`src/rtl/clock_divider_prog_if.sv`:
```
// Control/status bundle for the programmable clock divider.
// The master side (controller/testbench) drives enable and divisor requests;
// the slave side (divider) returns handshake pulses, status and the divided clock.
interface clock_divider_prog_if #(
  parameter int CNT_W = 8
);
  logic             en;
  logic [CNT_W-1:0] div_in;
  logic             div_load;
  logic             div_ack;
  logic             div_err;
  logic [CNT_W-1:0] div_active;
  logic             tick;
  logic             clkout;

  modport master (
    output en, div_in, div_load,
    input  div_ack, div_err, div_active, tick, clkout
  );

  modport slave (
    input  en, div_in, div_load,
    output div_ack, div_err, div_active, tick, clkout
  );
endinterface

```
`src/rtl/clock_divider_prog.sv`:
```
// Runtime-programmable integer clock divider (divide-by-N, 2 <= N <= 2**CNT_W-1).
// 50% duty for both odd and even N: a posedge phase register "a" is high for the
// first floor(N/2) counts; for odd N a negedge copy "b" stretches the high phase by
// half an input cycle. Divisor changes and start/stop only land on period
// boundaries so clkout never produces runt pulses (except at asynchronous reset).
module clock_divider_prog #(
  parameter int CNT_W       = 8,
  parameter int DEFAULT_DIV = 3
) (
  input  logic                 clkin,
  input  logic                 reset_n,
  clock_divider_prog_if.slave  bus
);

  localparam logic [1:0] ST_IDLE = 2'd0;
  localparam logic [1:0] ST_RUN  = 2'd1;
  localparam logic [1:0] ST_STOP = 2'd2;

  localparam logic [CNT_W-1:0] DIV_RST = CNT_W'(DEFAULT_DIV);
  localparam logic [CNT_W-1:0] ONE     = CNT_W'(1);
  localparam logic [CNT_W-1:0] TWO     = CNT_W'(2);

  logic [1:0]       state_q, state_d;
  logic [CNT_W-1:0] cnt_q, cnt_d;
  logic [CNT_W-1:0] pend_q, pend_d;
  logic             pend_vld_q, pend_vld_d;
  logic [CNT_W-1:0] div_active_q, div_active_d;
  logic             a_q, a_d;
  logic             b_q;
  logic             div_ack_q, div_ack_d;
  logic             div_err_q, div_err_d;
  logic             tick_q, tick_d;

  logic             wrap_s;
  logic             apply_s;
  logic             load_ok_s;
  logic             load_bad_s;
  logic [CNT_W-1:0] half_s;

  // Period boundary, divisor apply condition and load qualification.
  always_comb begin
    wrap_s     = (state_q != ST_IDLE) && (cnt_q == (div_active_q - ONE));
    apply_s    = pend_vld_q && ((state_q == ST_IDLE) || wrap_s);
    load_ok_s  = bus.div_load && (bus.div_in >= TWO);
    load_bad_s = bus.div_load && (bus.div_in < TWO);
  end

  // Run/stop FSM: a stop request lets the current period finish before idling.
  always_comb begin
    state_d = state_q;
    case (state_q)
      ST_IDLE: begin
        if (bus.en) state_d = ST_RUN;
        else        state_d = ST_IDLE;
      end
      ST_RUN: begin
        if (!bus.en) state_d = ST_STOP;
        else         state_d = ST_RUN;
      end
      ST_STOP: begin
        if (bus.en)      state_d = ST_RUN;
        else if (wrap_s) state_d = ST_IDLE;
        else             state_d = ST_STOP;
      end
      default: state_d = ST_IDLE;
    endcase
  end

  // Pending/active divisor bookkeeping; a load on the apply edge waits for the next boundary.
  always_comb begin
    div_active_d = div_active_q;
    pend_d       = pend_q;
    pend_vld_d   = pend_vld_q;
    if (apply_s) begin
      div_active_d = pend_q;
      pend_vld_d   = 1'b0;
    end else begin
      div_active_d = div_active_q;
    end
    if (load_ok_s) begin
      pend_d     = bus.div_in;
      pend_vld_d = 1'b1;
    end else begin
      pend_d = pend_q;
    end
    div_ack_d = apply_s;
    div_err_d = load_bad_s;
  end

  // Counter and phase: next-cycle values use the divisor that will be active next cycle.
  always_comb begin
    half_s = div_active_d >> 1;
    if ((state_q == ST_IDLE) || wrap_s) begin
      cnt_d = '0;
    end else begin
      cnt_d = cnt_q + ONE;
    end
    if (state_d != ST_IDLE) begin
      a_d    = (cnt_d < half_s);
      tick_d = (cnt_d == (div_active_d - ONE));
    end else begin
      a_d    = 1'b0;
      tick_d = 1'b0;
    end
  end

  // Posedge state registers, all cleared asynchronously.
  always_ff @(posedge clkin or negedge reset_n) begin
    if (!reset_n) begin
      state_q      <= ST_IDLE;
      cnt_q        <= '0;
      pend_q       <= '0;
      pend_vld_q   <= 1'b0;
      div_active_q <= DIV_RST;
      a_q          <= 1'b0;
      div_ack_q    <= 1'b0;
      div_err_q    <= 1'b0;
      tick_q       <= 1'b0;
    end else begin
      state_q      <= state_d;
      cnt_q        <= cnt_d;
      pend_q       <= pend_d;
      pend_vld_q   <= pend_vld_d;
      div_active_q <= div_active_d;
      a_q          <= a_d;
      div_ack_q    <= div_ack_d;
      div_err_q    <= div_err_d;
      tick_q       <= tick_d;
    end
  end

  // Half-cycle delayed copy of the phase, used to stretch the high phase for odd N.
  always_ff @(negedge clkin or negedge reset_n) begin
    if (!reset_n) begin
      b_q <= 1'b0;
    end else begin
      b_q <= a_q;
    end
  end

  // Mode mux only changes at an apply, which coincides with a rising phase, so no glitch.
  assign bus.clkout     = div_active_q[0] ? (a_q | b_q) : a_q;
  assign bus.div_ack    = div_ack_q;
  assign bus.div_err    = div_err_q;
  assign bus.div_active = div_active_q;
  assign bus.tick       = tick_q;

endmodule

```
`src/flat_wrapper.sv`:
```
// flat-port wrapper written by rule: the top's interface ports become plain ports
module clock_divider_prog_flat 
#(
  parameter int CNT_W       = 8,
  parameter int DEFAULT_DIV = 3
)
  (clkin, reset_n, bus_en, bus_div_in, bus_div_load, bus_div_ack, bus_div_err, bus_div_active, bus_tick, bus_clkout);
  clock_divider_prog_if #(.CNT_W(CNT_W)) bus_i ();
  input  logic clkin;
  input  logic reset_n;
  input wire logic [$bits(bus_i.en)-1:0] bus_en;
  input wire logic [$bits(bus_i.div_in)-1:0] bus_div_in;
  input wire logic [$bits(bus_i.div_load)-1:0] bus_div_load;
  output wire logic [$bits(bus_i.div_ack)-1:0] bus_div_ack;
  output wire logic [$bits(bus_i.div_err)-1:0] bus_div_err;
  output wire logic [$bits(bus_i.div_active)-1:0] bus_div_active;
  output wire logic [$bits(bus_i.tick)-1:0] bus_tick;
  output wire logic [$bits(bus_i.clkout)-1:0] bus_clkout;
  assign bus_i.en = bus_en;
  assign bus_i.div_in = bus_div_in;
  assign bus_i.div_load = bus_div_load;
  assign bus_div_ack = bus_i.div_ack;
  assign bus_div_err = bus_i.div_err;
  assign bus_div_active = bus_i.div_active;
  assign bus_tick = bus_i.tick;
  assign bus_clkout = bus_i.clkout;
  clock_divider_prog #(.CNT_W(CNT_W), .DEFAULT_DIV(DEFAULT_DIV)) u_core (.clkin(clkin), .reset_n(reset_n), .bus(bus_i));
endmodule
```
`config.mk`:
```
export PLATFORM = sky130hd
export DESIGN_NAME = clock_divider_prog_flat
export DESIGN_NICKNAME = d
export VERILOG_FILES = /design/src/rtl/clock_divider_prog_if.sv /design/src/rtl/clock_divider_prog.sv /design/src/flat_wrapper.sv
export SDC_FILE = /design/constraint.sdc
export NUM_CORES = 1
export LEC_CHECK = 0
export ABC_AREA = 1
export BUFFER_PORTS_ARGS = -buffer_cell sky130_fd_sc_hd__clkbuf_2
export CAP_MARGIN = 25
export CORE_MARGIN = 2
export CORE_UTILIZATION = 38
export CTS_CLUSTER_DIAMETER = 100
export DETAILED_ROUTE_END_ITERATION = 6
export PLACE_DENSITY_LB_ADDON = 0.08
export SYNTH_ARGS = -nofsm -noshare
export SYNTH_HDL_FRONTEND = slang
export SYNTH_SLANG_ARGS = --single-unit
```
`constraint.sdc`:
```
create_clock -name clkin -period 8.1 [get_ports clkin]
set_input_delay 0.81 -clock clkin [delete_from_list [all_inputs] [get_ports clkin]]
set_output_delay 0.81 -clock clkin [all_outputs]
set_load 0.02 [all_outputs]
```
==> results.toml, run 1 <==
[clocking]
cts_resized = 0
htree_levels = 2
clkTransAtPathRegs_ns = 0.06
insertion_delay_ns = 0.29
cts_buffer_depth = 2
cts_root_buf = "clkbuf_8"
ctsHoldBuffers = 0
cts_setup_buffers = 0
numCtsBuffers = 5
clock_sinks = 32
cts_tree = "yes"

[synth]
async_flop_share_pct = 100
netlist.area_leader.share_pct = 32.3
ys_seq_area_share_pct = 35.7
synth_area_um2 = 2250
ys_seq_elements = 32
yosys.cell_types.count = 32
yosysMostFrequentCell = "nand2_1"
syn_inst = 314
synth_common_cells = "nand2_1, inv_1, nand3_1"
yosys-top-cells-area = "dfrtp_1, nand2_1, nand3_1, inv_1, ha_1"
syn_area_per_cell_um2 = 7.16
ys_warn_count = 0
yosysTopAreaCell = "dfrtp_1"
syn-num-nets = 335
ys.flop_type = "dfrtp_1"
synth_edf_count = 0

[timing]
final-hold-violation-count = 0
tns_ns = 0
setup_viol = 0
clock_skew_ns = 0.00899
rsz0062_at_grt = "no"
slew_viol_final = 0
slew_headroom_pct = 48.7
worstMarginPinSlew_ns = 0.769
holdWs_ns = 0.486

[global_routing]
grt_pass1_wl_mm = 8.20
antenna_found_initial = 0
grt_max_degree = 33
grt_pass1_vias = 1763
grt_usage_pct = 16.6
overflow = 0

[worst_hold_path]
hold_end = "u_core.pend_q[1]$_DFFE_PN0P_"
hold-path-cell-count = 2
hp-start = "u_core.pend_q[1]$_DFFE_PN0P_"
hp-class = "register to register"

[critical_path]
crit_required_ns = 7.29
r2r_setup_slack_ns = 3.53
critical_path_class = "register to output pin"
rr_endpoint = "u_core.b_q$_DFF_NN0_"
start_kind = "register"
cp_data_arrival_time_ns = 4.97
cp_max_fo = 1
reg2reg_from = "u_core.a_q$_DFF_PN0_"
cp-end-kind = "output pin"
reg2reg_depth = 0

[layout]
final_nets = 360
antenna_cells = 0
drive_gt1_share_pct = 18.2
area_growth_pct = 11.7

[detailed_routing]
wl_mm = 4.82
drc = 0
ant_nets = 0
initialDrtViolationCount = 87
via_per_inst = 4.66
wl_per_cell_um = 11.6
vias = 1935
drtPass1Iterations = 4

[floorplan]
design.die.area_um2 = 6550
core-area_um2 = 5820
fp.dieW_um = 80.9
initial_core_util_pct = 38.7
die_h_um = 80.9
rows = 28
pin_count = 24

[power]
power.density_nw_per_um2 = 265
cellLeakagePower_nw = 1.37
ir_drop_mv = 0.0892

[run]
cap_violations = 0

[placement]
detailedPlacementHpwl_mm = 3.85
io_buffers = 23
gp_congestion = 0.769

[run_status]
status = "finished clean"
[where the power goes]
part	leakage (nW)	total, mW	internal, mW	switching (mW)
sequential	0.391	0.229	0.190	0.0396
clock	0.0515	0.132	0.0774	0.0548
combinational	0.926	0.306	0.107	0.198
[layout make-up]
class | count | area [um2]
repair buffers | 23 | 115
well taps | 75 | 93.8
multi-input cells | 225 | 1210
clock buffers | 8 | 100
flip-flops and latches | 32 | 803
inverters | 52 | 195
fillers | 645 | 3300
[per-stage QoR]
| step | cell area (um2) | utilization [%] | total power, mW | setup slack (ns) | std cells |
|---|---|---|---|---|---|
| floorplan | 2250 | - | 0.467 | 2.67 | 314 |
| global placement | 2410 | 41.5 | 0.536 | 2.62 | 407 |
| detailed placement | 2410 | 41.5 | 0.540 | 2.61 | 407 |
| CTS | 2510 | 43.2 | 0.677 | 2.30 | 415 |
| global route | 2510 | 43.2 | 0.731 | 2.27 | 415 |
| finish | 2510 | 43.2 | 0.667 | 2.32 | 415 |
[cells by family after synthesis]
group                    Yosys count  share of synthesized area, %
multiplexers                       4                          2.00
flip-flops                        32                          35.7
AO/OA/AOI/OAI                     17                          4.28
AND/OR/NAND/NOR                  187                          39.2
adder cells (fa/ha/maj)            9                          5.01
XOR/XNOR                           8                          3.11
buffers and inverters             57                          10.7
[how the worst max path moves through the flow]
stage	start	cells past startpoint	end
6_report	u_core.b_q$_DFF_NN0_	2	bus_clkout
5_1_grt	u_core.b_q$_DFF_NN0_	2	bus_clkout
4_1_cts	u_core.b_q$_DFF_NN0_	2	bus_clkout
3_5_place_dp	u_core.b_q$_DFF_NN0_	2	bus_clkout
3_3_place_gp	u_core.b_q$_DFF_NN0_	2	bus_clkout
2_1_floorplan	u_core.b_q$_DFF_NN0_	1	bus_clkout
[sequential cells by signal, summed over array words and instances, names as in the netlist, 2 cells and up]
name                   cells
u_core.bus.div_active      8
u_core.cnt_q               8
u_core.pend_q              8
u_core.state_q             2
[routing by layer]
layer	vias up	GRT usage [%]	share of wire (%)
li1	1033	-	-
met1	861	21.9	48
met3	6	3.33	4.0
met4	0	4.58	1.2
met5	-	0	0
met2	35	27.6	47
[layout by cell type, fill, tap and decap left out, types with 3 or more instances in the layout]
master    netlist  routed
clkbuf_2        0      23
ha_1            9       9
nor2_1         24      24
nand2_4         3       3
xor2_1          5       5
o21ai_0         8       8
a21oi_1         4       4
nand3_1        37      37
xnor2_1         3       3
inv_1          49      49
dfrtp_1        29      29
nand2_2        10      10
nand3b_1        5       5
clkbuf_8        0       7
mux2_2          4       4
nand2_1        93      93
inv_2           3       3
nor2_4          4       4
[worst max-delay path, stage by stage (launching register included)]
cell and delay, ns:
dfrtn_1 0.38, a21o_1 0.10, clkbuf_2 0.15
No activity file was read; power rests on OpenSTA's default activity.
==> run 2, diff against run 1 <==
==> constraint.sdc (replaced) <==
create_clock -name clkin -period 4.84 [get_ports clkin]
set_input_delay 0.484 -clock clkin [delete_from_list [all_inputs] [get_ports clkin]]
set_output_delay 0.484 -clock clkin [all_outputs]
set_load 0.02 [all_outputs]
==> results.toml, run 2 (synthesized netlist as in run 1, its figures left out) <==
[critical_path]
path_cells = "a21o_1, clkbuf_2"
crit_required_ns = 4.36
cp_max_fo = 1
critical_path_class = "register to output pin"
cp-end-kind = "output pin"
crit_slowest_cell = "dfrtn_1"
cp_data_arrival_time_ns = 3.35
r2r_setup_slack_ns = 1.35
max_stage_delay_ns = 0.38
start_kind = "register"

[clocking]
insertion_delay_ns = 0.29
clkTransAtPathRegs_ns = 0.06
cts_tree = "yes"
cts_setup_buffers = 0
cts_root_buf = "clkbuf_8"
ctsHoldBuffers = 0
cts_buffer_depth = 2
cts_resized = 0
clock_sinks = 32
numCtsBuffers = 5
htree_levels = 2

[detailed_routing]
ant_nets = 0
initialDrtViolationCount = 72
drtPass1Iterations = 4
drc = 0
via_per_inst = 4.75
vias = 1974
wl_mm = 4.99
wl_per_cell_um = 12.0

[floorplan]
initial_core_util_pct = 38.7
rows = 28
pin_count = 24
design.die.area_um2 = 6550
die_h_um = 80.9
core-area_um2 = 5820
fp.dieW_um = 80.9

[global_routing]
overflow = 0
grt_pass1_vias = 1829
grt_usage_pct = 17.2
grt_max_degree = 33
antenna_found_initial = 0
grt_pass1_wl_mm = 8.56

[timing]
final-hold-violation-count = 0
slew_headroom_pct = 63.4
slew_viol_final = 0
tns_ns = 0
rsz0062_at_grt = "no"
setup_viol = 0
clock_skew_ns = 0.00725
worstMarginPinSlew_ns = 0.545

[layout]
antenna_cells = 0
fill_cells = 663
drive_gt1_share_pct = 18.5
post-route-util_pct = 43.4
final_cell_mix = "nand2_1, inv_1, nand3_1, dfrtp_1, nor2_1"
final_nets = 361
area_growth_pct = 12.1
final_common_cell = "nand2_1"

[run_status]
status = "finished clean"

[placement]
detailedPlacementHpwl_mm = 3.89
io_buffers = 23
gp_congestion = 0.763

[run]
cap_violations = 0

[power]
cellLeakagePower_nw = 1.37
power.density_nw_per_um2 = 446
ir_drop_mv = 0.183

[worst_hold_path]
hp-class = "input port to asynchronous set/reset pin"
run 2: metal layers:
| layer | up-vias | global-route usage [%] | routed length (um) |
|---|---|---|---|
| met4 | 0 | 5.08 | 64 |
| met1 | 911 | 22.3 | 2460 |
| li1 | 1029 | - | - |
| met2 | 28 | 29.1 | 2320 |
| met3 | 6 | 3.33 | 147 |
| met5 | - | 0 | 0 |
run 2: final timing paths:
| check | from | end | depth (start not counted) |
|---|---|---|---|
| worst max-delay path | u_core.b_q$_DFF_NN0_ | bus_clkout | 2 |
| worst min-delay path | reset_n | u_core.state_q[0]$_DFF_PN0_ | 2 |
| worst max register to register | u_core.bus.div_active[0]$_DFF_PN1_ | u_core.bus.tick$_DFF_PN0_ | 23 |
| worst min register to register | u_core.pend_q[1]$_DFFE_PN0P_ | u_core.pend_q[1]$_DFFE_PN0P_ | 2 |
| max in group asynchronous | reset_n | u_core.b_q$_DFF_NN0_ | 2 |
| min in group clkin | bus_div_load | u_core.bus.div_err$_DFF_PN0_ | 3 |
run 2: worst max-delay path, delay by kind of cell (launching register included):
kind	cells	cell delay, ns
AOI/OAI and AO/OA	1	0.10
buffers and inverters	1	0.15
DFF	1	0.38
run 2: power by group:
group / leakage [nW] / internal [mW] / switching, mW
clock network: 0.0515 / 0.130 / 0.0965
logic: 0.931 / 0.180 / 0.336
registers: 0.391 / 0.318 / 0.0645
run 2: final cells by class:
class                           instances  area (um2)  share of cell area (%)
Sequential cell                        32         803                    31.9
Multi-Input combinational cell        225        1210                    47.8
Clock buffer                            8         100                    3.97
Tap cell                               75        93.8                    3.72
Timing Repair Buffer                   24         123                    4.86
Inverter                               52         195                    7.74
run 2: metrics by stage:
step | area, um2 | power [mW] | setup WS, ns | hold WS, ns | std cells
after floorplan | 2250 | 0.781 | 1.37 | 0.188 | 314
after global placement | 2420 | 0.900 | 1.32 | 0.481 | 408
after detailed placement | 2420 | 0.907 | 1.31 | 0.485 | 408
after CTS | 2520 | 1.14 | 0.997 | 0.226 | 416
after global routing | 2520 | 1.23 | 0.978 | 0.252 | 416
final | 2520 | 1.12 | 1.01 | 0.212 | 416
